$ cat src/rtl/pc_pkg.sv
// Shared types and helpers for the fetch-stage program counter.
package pc_pkg;

    typedef enum logic [1:0] {
        BOOT = 2'd0,
        RUN  = 2'd1,
        PEND = 2'd2
    } pc_state_t;

    localparam int unsigned INC_RV32I  = 4;
    localparam int unsigned INC_RVC    = 2;
    localparam int unsigned ADDR_W_MAX = 64;

    // Clears the low log2(inc) bits; inc is a power of two (2 or 4).
    function automatic logic [ADDR_W_MAX-1:0] align_pc(
        input logic [ADDR_W_MAX-1:0] addr,
        input int unsigned           inc
    );
        logic [ADDR_W_MAX-1:0] mask;
        mask = ADDR_W_MAX'(inc - 1);
        return addr & ~mask;
    endfunction

endpackage

$ cat src/rtl/pc_next_sel.sv
// Combinational next-PC and pending-target selection for pc_unit.
module pc_next_sel
    import pc_pkg::*;
#(
    parameter int unsigned XLEN = 32,
    parameter int unsigned INC  = INC_RV32I
) (
    input  logic [XLEN-1:0] pc,
    input  logic [XLEN-1:0] pend_target,
    input  logic [XLEN-1:0] redirect_target_aligned,
    input  logic            pend_active,
    input  logic            redirect_taken,
    input  logic            fetch_fire,
    output logic [XLEN-1:0] pc_next,
    output logic [XLEN-1:0] pend_next,
    output logic [XLEN-1:0] pc_plus_inc
);

    assign pc_plus_inc = pc + XLEN'(INC);

    // A fresh redirect beats the stored one, which beats the sequential step.
    always_comb begin
        pc_next   = pc;
        pend_next = pend_target;
        if (redirect_taken) begin
            pend_next = redirect_target_aligned;
        end
        if (fetch_fire) begin
            if (redirect_taken) begin
                pc_next = redirect_target_aligned;
            end else if (pend_active) begin
                pc_next = pend_target;
            end else begin
                pc_next = pc_plus_inc;
            end
        end
    end

endmodule

$ cat src/rtl/pc_unit.sv
// Fetch-stage program counter with valid/ready handshake, stall and deferred redirect.
// Optional misaligned-redirect flag is built when PC_MISALIGN_CHECK_EN is defined.
module pc_unit
    import pc_pkg::*;
#(
    parameter int unsigned      XLEN         = 32,
    parameter logic [XLEN-1:0]  RESET_VECTOR = '0,
    parameter int unsigned      INC          = INC_RV32I
) (
    input  logic            clk,
    input  logic            rst,
    input  logic            stall,
    input  logic            redirect_valid,
    input  logic [XLEN-1:0] redirect_target,
    input  logic            fetch_ready,
    output logic            pc_valid,
    output logic [XLEN-1:0] pc_out,
    output logic [XLEN-1:0] pc_plus_inc,
    output logic            fetch_fire,
    output logic            kill_fetch,
    output pc_state_t       state_dbg
`ifdef PC_MISALIGN_CHECK_EN
    ,
    output logic            misalign_err
`endif
);

    // Handshake: a fetch is accepted in any cycle where pc_valid and fetch_ready
    // are high and stall is low; pc_out is held stable while pc_valid is high
    // and the fetch has not been accepted.

    pc_state_t       state_q, state_d;
    logic [XLEN-1:0] pc_q, pc_d;
    logic [XLEN-1:0] pend_q, pend_d;
    logic [XLEN-1:0] target_aligned;
    logic            accept_ok;
    logic            redirect_taken;

    assign target_aligned = XLEN'(align_pc(ADDR_W_MAX'(redirect_target), INC));
    assign accept_ok      = fetch_ready & ~stall;

    always_comb begin
        state_d        = state_q;
        pc_valid       = 1'b0;
        redirect_taken = 1'b0;
        case (state_q)
            BOOT: begin
                state_d = RUN;
            end
            RUN: begin
                pc_valid = 1'b1;
                if (redirect_valid) begin
                    redirect_taken = 1'b1;
                    if (!accept_ok) begin
                        state_d = PEND;
                    end
                end
            end
            PEND: begin
                pc_valid       = 1'b1;
                redirect_taken = redirect_valid;
                if (accept_ok) begin
                    state_d = RUN;
                end
            end
            default: begin
                state_d = BOOT;
            end
        endcase
        fetch_fire = pc_valid & accept_ok;
        // The address leaving this cycle is stale whenever a redirect is known.
        kill_fetch = fetch_fire & ((state_q == PEND) | redirect_taken);
    end

    pc_next_sel #(
        .XLEN (XLEN),
        .INC  (INC)
    ) u_next_sel (
        .pc                      (pc_q),
        .pend_target             (pend_q),
        .redirect_target_aligned (target_aligned),
        .pend_active             (state_q == PEND),
        .redirect_taken          (redirect_taken),
        .fetch_fire              (fetch_fire),
        .pc_next                 (pc_d),
        .pend_next               (pend_d),
        .pc_plus_inc             (pc_plus_inc)
    );

    always_ff @(posedge clk or negedge rst) begin
        if (!rst) begin
            state_q <= BOOT;
            pc_q    <= RESET_VECTOR;
            pend_q  <= '0;
        end else begin
            state_q <= state_d;
            pc_q    <= pc_d;
            pend_q  <= pend_d;
        end
    end

    assign pc_out    = pc_q;
    assign state_dbg = state_q;

`ifdef PC_MISALIGN_CHECK_EN
    logic misaligned;

    assign misaligned = |(redirect_target & XLEN'(INC - 1));

    always_ff @(posedge clk or negedge rst) begin
        if (!rst) begin
            misalign_err <= 1'b0;
        end else begin
            misalign_err <= redirect_taken & misaligned;
        end
    end
`endif

endmodule

$ cat config.mk
export PLATFORM = sky130hd
export DESIGN_NAME = pc_unit
export DESIGN_NICKNAME = d
export VERILOG_FILES = /design/src/rtl/pc_pkg.sv /design/src/rtl/pc_next_sel.sv /design/src/rtl/pc_unit.sv
export SDC_FILE = /design/constraint.sdc
export NUM_CORES = 1
export LEC_CHECK = 0
export BUFFER_PORTS_ARGS = -buffer_cell sky130_fd_sc_hd__buf_2
export CAP_MARGIN = 20
export CORE_ASPECT_RATIO = 0.6
export CORE_MARGIN = 2
export CORE_UTILIZATION = 29
export CTS_CLUSTER_SIZE = 30
export DETAILED_ROUTE_END_ITERATION = 7
export SYNTH_ARGS = -nofsm -noshare
export SYNTH_HDL_FRONTEND = slang
export SYNTH_HIERARCHICAL = 1
export SYNTH_SLANG_ARGS = --single-unit
$ cat constraint.sdc
create_clock -name clk -period 7 [get_ports clk]
set_input_delay 1.05 -clock clk [delete_from_list [all_inputs] [get_ports clk]]
set_output_delay 1.05 -clock clk [all_outputs]
set_load 0.01 [all_outputs]
==> impl_metrics.env, run 1 <==
export IMPL_worstMarginPinSlew_ns=0.901
export IMPL_cts_tree="yes"
export IMPL_netlist_area_sq_mm=0.00426
export IMPL_finalHoldViolCount=0
export IMPL_yosys_top_cells_area="dfrtp_1 39%, mux2_2 7.4%, xnor2_1 3.7%, nand3_1 2.9%, a22o_1 2.9%"
export IMPL_reg2reg_depth=8
export IMPL_ctsLongestPathBuffers=2
export IMPL_io_pins=106
export IMPL_fin_skew_ns=0.00550
export IMPL_hpwl_microns=9540
export IMPL_r2r_end="pc_out[23]$_DFF_PN0_"
export IMPL_synth_top_area_share=0.388
export IMPL_dr_first_iter_drc_count=387
export IMPL_yosysTopAreaCell="dfrtp_1"
export IMPL_overflow=0
export IMPL_drv_slew=0
export IMPL_rows=34
export IMPL_drv_cap=0
export IMPL_htree_levels=3
export IMPL_antenna_found_initial=1
export IMPL_area_delta_synth_final_pct=22.0
export IMPL_viasPerCell=5.45
export IMPL_post_cts_resized=0
export IMPL_grt_pass1_wl_microns=21500
export IMPL_end_kind="output pin"
export IMPL_p_leak_uw=0.00215
export IMPL_fin_cells=750
export IMPL_post_route_drc_count=0
export IMPL_vias=4086
export IMPL_hold_depth=1
export IMPL_hold_path_class="reg -> reg"
export IMPL_cts_setup_buffers=0
export IMPL_postCtsHoldBufs=0
export IMPL_path_max_fanout=10
export IMPL_synth_avg_cell_area_sq_um=9.22
export IMPL_post_drt_wl_per_cell_microns=18.0
export IMPL_rsz0062_at_grt="false"
export IMPL_gp_congestion=0.816
export IMPL_grt_max_degree=67
export IMPL_drive_above_1_share=0.305
export IMPL_hold_start="pend_q[7]$_DFF_PN0_"
export IMPL_drt_antenna_violating_nets=0
export IMPL_ys_seq_area_frac=0.388
export IMPL_core_sq_mm=0.0144
export IMPL_syn_inst=462
export IMPL_die_w_microns=160
export IMPL_start_util=0.295
export IMPL_synth_ff_type="dfrtp_1"
export IMPL_cts_buffers=9
export IMPL_nFillCells=1487
export IMPL_grt_pass1_vias=3944
export IMPL_min_period_over_period=0.543
export IMPL_critical_path_class="reg -> out"
export IMPL_cp_start_kind="flop"
export IMPL_clk_pin_slew_ns=0.05
export IMPL_synth_warnings=6
export IMPL_netlist_cell_type_count=64
export IMPL_cts_sinks=66
export IMPL_max_vdd_ir_drop_mv=0.196
export IMPL_r2r_start="state_dbg[1]$_DFFE_PN0P_"
export IMPL_ff2ff_setup_slack_ns=3.81
export IMPL_die_area_sq_mm=0.0157
export IMPL_root_buffer="clkbuf_16"
export IMPL_ys_seq_elements=66
export IMPL_layout_commonest_cell="buf_2"
export IMPL_place_inst=732
export IMPL_fmax_mhz=263
export IMPL_synthArstFlopShare=1.00
export IMPL_chipHeight_microns=97.9
export IMPL_fin_nets=588
export IMPL_worst_hold_path_endpoint="pend_q[7]$_DFF_PN0_"
export IMPL_final_cell_mix="103 x buf_2, 66 x dfrtp_1, 28 x nand2_1, 28 x mux2_2, 25 x nand3_1"
export IMPL_power_density_mw_per_mm2=463
export IMPL_worstPathArrival_ns=2.75
export IMPL_setup_violations=0
export IMPL_synth_edf_count=0
export IMPL_period_needed_ns=3.80
export IMPL_dr_pass1_iters=5
export IMPL_status="finished clean"
export IMPL_clk_latency_ns=0.34
export IMPL_io_buffer_count=103
export IMPL_relSlewSlack=0.399
export IMPL_cp_required_ns=5.95
export IMPL_finalWirelength_microns=13500
export IMPL_track_usage=0.175
export IMPL_finalSetupTns_ns=0
registers in the layout (all words and copies together) (netlist names):
| name | cells |
|---|---|
| pc_out | 32 |
| pend_q | 32 |
| state_dbg | 2 |
area by class of cell:
class                      count  area [sq um]  share of cell area
multi-input combinational    342          2390               0.461
sequential                    66          1650               0.318
timing repair buffer         111           576               0.111
clock buffer                  13           250              0.0482
tap                          198           248              0.0477
inverter                      16          60.1              0.0116
clock inverter                 3          15.0             0.00289
antenna                        1          2.50            0.000482
critical path, stage by stage, from the launching register on:
cell	delay, ns
dfrtp_1	0.52
nand4_1	0.49
nor3_1	0.79
and4_1	0.33
xor2_1	0.14
buf_2	0.14
synthesized netlist by cell type (6+ instances only):
cell / instances
nand2_1: 28
dfrtp_1: 66
clkbuf_1: 24
o22ai_1: 7
nand4_1: 17
o21ai_0: 19
nor4_1: 10
buf_1: 6
buf_2: 8
mux2i_1: 10
nand3_1: 25
a22o_1: 14
and3_1: 9
xor2_1: 8
o2bb2ai_1: 7
mux2_2: 28
nor2_1: 21
a21oi_1: 17
nor3_1: 14
inv_1: 16
xnor2_1: 18
kinds of logic (layout without fill, tap and decap cells):
kind of cell	Yosys count	in the layout	share of synthesized area
AND/OR/NAND/NOR	163	163	0.212
buffers and inverters	57	143	0.0547
other	1	5	0.000881
XOR/XNOR	26	26	0.0535
AO/OA/AOI/OAI	105	105	0.176
adder cells (fa/ha/maj)	5	5	0.0147
multiplexers	39	39	0.100
flip-flops	66	66	0.388
power breakdown:
group | switching, uW | internal [uW] | leakage (uW)
Combinational | 665 | 540 | 0.00125
Clock | 166 | 248 | 0.000133
Sequential | 229 | 559 | 0.000771
per-layer routing:
metal  track usage  vias up  wire length, microns
li1              -     1881                     -
met1         0.254     1992                  6510
met2         0.253      190                  5620
met3        0.0467       23                  1190
met4        0.0520        0                   213
met5             0        -                     0
metrics by stage:
| step | cell area [sq um] | power [uW] | setup slack [ns] | utilization | hold WS, ns |
|---|---|---|---|---|---|
| finish | 5200 | 2410 | 3.20 | 0.360 | 0.504 |
| global route | 5190 | 2590 | 3.05 | 0.360 | 0.519 |
| CTS | 5190 | 2400 | 3.27 | 0.360 | 0.505 |
| detailed placement | 4920 | 1980 | 3.30 | 0.341 | 0.494 |
| global placement | 4920 | 1930 | 3.42 | 0.341 | 0.481 |
| floorplan | 4270 | 1590 | 4.15 | - | 0.472 |
worst max-delay path by stage:
stage	startpoint	endpoint	slack (ns)	cells after the start
after floorplan	fetch_ready	kill_fetch	4.15	3
after global placement	stall	pc_out[23]$_DFF_PN0_	3.42	7
after detailed placement	stall	pc_out[23]$_DFF_PN0_	3.30	7
after CTS	pc_out[4]$_DFF_PN0_	pc_plus_inc[31]	3.27	5
after global routing	pc_out[4]$_DFF_PN0_	pc_plus_inc[31]	3.05	5
final	pc_out[4]$_DFF_PN0_	pc_plus_inc[31]	3.20	5
Power figures use the tool's default switching activity.
==> run 2: changes to the inputs <==
- clock period: 7 -> 3.3 ns (I/O delays scaled with it)
==> impl_metrics.env, run 2 (synthesis gave the netlist of run 1 again) <==
export IMPL_status="finished clean"
export IMPL_cts_tree="yes"
export IMPL_place_inst=737
export IMPL_worst_path_largest_cell_delay_ns=0.54
export IMPL_fin_cells=753
export IMPL_cts_setup_buffers=0
export IMPL_period_needed_ns=3.14
export IMPL_crit_family="simple AND/OR/NAND/NOR gates"
export IMPL_postCtsHoldBufs=0
export IMPL_setup_violations=0
export IMPL_vias=4076
export IMPL_gp_congestion=0.850
export IMPL_pwr_share_seq=0.325
export IMPL_dr_first_iter_drc_count=372
export IMPL_combPwrFrac=0.497
export IMPL_cts_buffers=9
export IMPL_cp_required_ns=2.80
export IMPL_met2_usage=0.253
export IMPL_worstPathArrival_ns=2.64
export IMPL_antenna_found_initial=1
export IMPL_crit_chain="ha_1 > nand3_1 > nor3_1 > nand3_1 > xnor2_1 > buf_2"
export IMPL_postPlaceCellArea_sq_mm=0.00496
export IMPL_finalHoldViolCount=0
export IMPL_htree_levels=3
export IMPL_grt_pass1_wl_microns=21600
export IMPL_p_leak_uw=0.00218
export IMPL_track_usage=0.174
export IMPL_post_cts_resized=0
export IMPL_clk_pin_slew_ns=0.05
export IMPL_hpwl_microns=9720
export IMPL_chipHeight_microns=97.9
export IMPL_ctsLongestPathBuffers=2
export IMPL_finalSetupTns_ns=0
export IMPL_core_sq_mm=0.0144
export IMPL_end_kind="output pin"
export IMPL_grt_pass1_vias=4009
export IMPL_relSlewSlack=0.351
export IMPL_critical_path_class="reg -> out"
export IMPL_fin_skew_ns=0.00492
export IMPL_final_cell_mix="103 x buf_2, 66 x dfrtp_1, 28 x nand2_1, 28 x mux2_2, 25 x nand3_1"
export IMPL_overflow=0
export IMPL_cp_start_kind="flop"
export IMPL_drive_above_1_share=0.312
export IMPL_io_buffer_count=103
export IMPL_drv_slew=0
export IMPL_top_usage_layer="met1"
export IMPL_diodes=0
export IMPL_cp_num_buf_inv=1
export IMPL_fmax_mhz=319
export IMPL_power_switching_uw=2240
export IMPL_post_drt_wl_per_cell_microns=18.0
export IMPL_worstMarginPinSlew_ns=0.971
export IMPL_area_delta_synth_final_pct=23.1
export IMPL_layout_commonest_cell="buf_2"
export IMPL_io_pins=106
export IMPL_die_w_microns=160
export IMPL_finalWirelength_microns=13500
export IMPL_critPathSlowestCell="dfrtp_1"
export IMPL_die_area_sq_mm=0.0157
export IMPL_use_met3=0.0446
export IMPL_worst_slack_ns=0.162
export IMPL_p_sw_frac=0.436
export IMPL_drv_cap=0
export IMPL_path_common_cell="nand3_1"
export IMPL_path_max_fanout=9
export IMPL_post_place_ws_ns=0.597
export IMPL_clk_latency_ns=0.33
export IMPL_p_int_uw=2900
export IMPL_fin_nets=592
export IMPL_fin_util=0.364
export IMPL_dr_pass1_iters=6
export IMPL_grt_use_met1=0.257
export IMPL_post_route_drc_count=0
export IMPL_cts_sinks=66
export IMPL_start_util=0.295
export IMPL_final_cell_area_sq_mm=0.00524
export IMPL_rsz0062_at_grt="false"
export IMPL_grt_max_degree=67
export IMPL_max_vdd_ir_drop_mv=0.417
export IMPL_clockPowerShare=0.177
export IMPL_drt_antenna_violating_nets=0
export IMPL_rows=34
export IMPL_power_density_mw_per_mm2=981
export IMPL_hold_path_class="in -> async"
export IMPL_min_period_over_period=0.951
export IMPL_root_buffer="clkbuf_16"
export IMPL_viasPerCell=5.41
==> run 2: cell types whose count changed in the layout (fill, tap and decap cells not counted), sizes merged <==
cell and delta:
buf +4, clkbuf +1, clkinv -1, diode -1
==> run 2: per-layer routing <==
layer / wire [microns] / up-vias
met1: 6710 / 2007
met4: 200 / 2
met2: 5630 / 163
met5: 13 / -
met3: 992 / 19
li1: - / 1885
==> run 2: power by group through the flow <==
stage          logic [uW]  registers [uW]  clock network (uW)
2_1_floorplan        1850            1520                   0
3_3_place_gp         2470            1640                   0
3_5_place_dp         2540            1680                   0
4_1_cts              2550            1670                 933
5_1_grt              2810            1750                 961
6_report             2560            1670                 912
==> run 2: worst paths after layout <==
path	start	endpoint	slack, ns	cells past startpoint
worst max-delay path	pc_out[2]$_DFF_PN0_	pc_plus_inc[22]	0.16	6
worst min-delay path	rst	pend_q[16]$_DFF_PN0_	0.06	1
worst max register to register	state_dbg[1]$_DFFE_PN0P_	pc_out[5]$_DFF_PN0_	0.57	8
worst min register to register	pend_q[7]$_DFF_PN0_	pend_q[7]$_DFF_PN0_	0.50	1
max in group asynchronous	rst	pend_q[26]$_DFF_PN0_	2.49	2
min in group clk	redirect_target[4]	pend_q[4]$_DFF_PN0_	0.41	3
==> run 2: layout make-up <==
cell class,instances,area [sq um]
clock buffers,14,274
clock inverters,2,10.0
fillers,1503,9180
inverters,16,60.1
multi-input cells,342,2390
flip-flops and latches,66,1650
well taps,198,248
repair buffers,115,606
==> run 2: metrics by stage <==
step | total power (uW) | hold slack (ns)
finish | 5140 | 0.0588
global route | 5520 | 0.0817
CTS | 5150 | 0.0630
detailed placement | 4220 | 0.418
global placement | 4110 | 0.411
floorplan | 3380 | 0.199
==> run 2: worst reg2reg max path: cells and delay by family (launching register included) <==
kind | cells | cell delay, ns
adder cells (fa/ha/maj) | 1 | 0.33
flip-flops | 1 | 0.41
buffers and inverters | 3 | 1.06
AO/OA/AOI/OAI | 2 | 0.30
AND/OR/NAND/NOR | 2 | 0.50
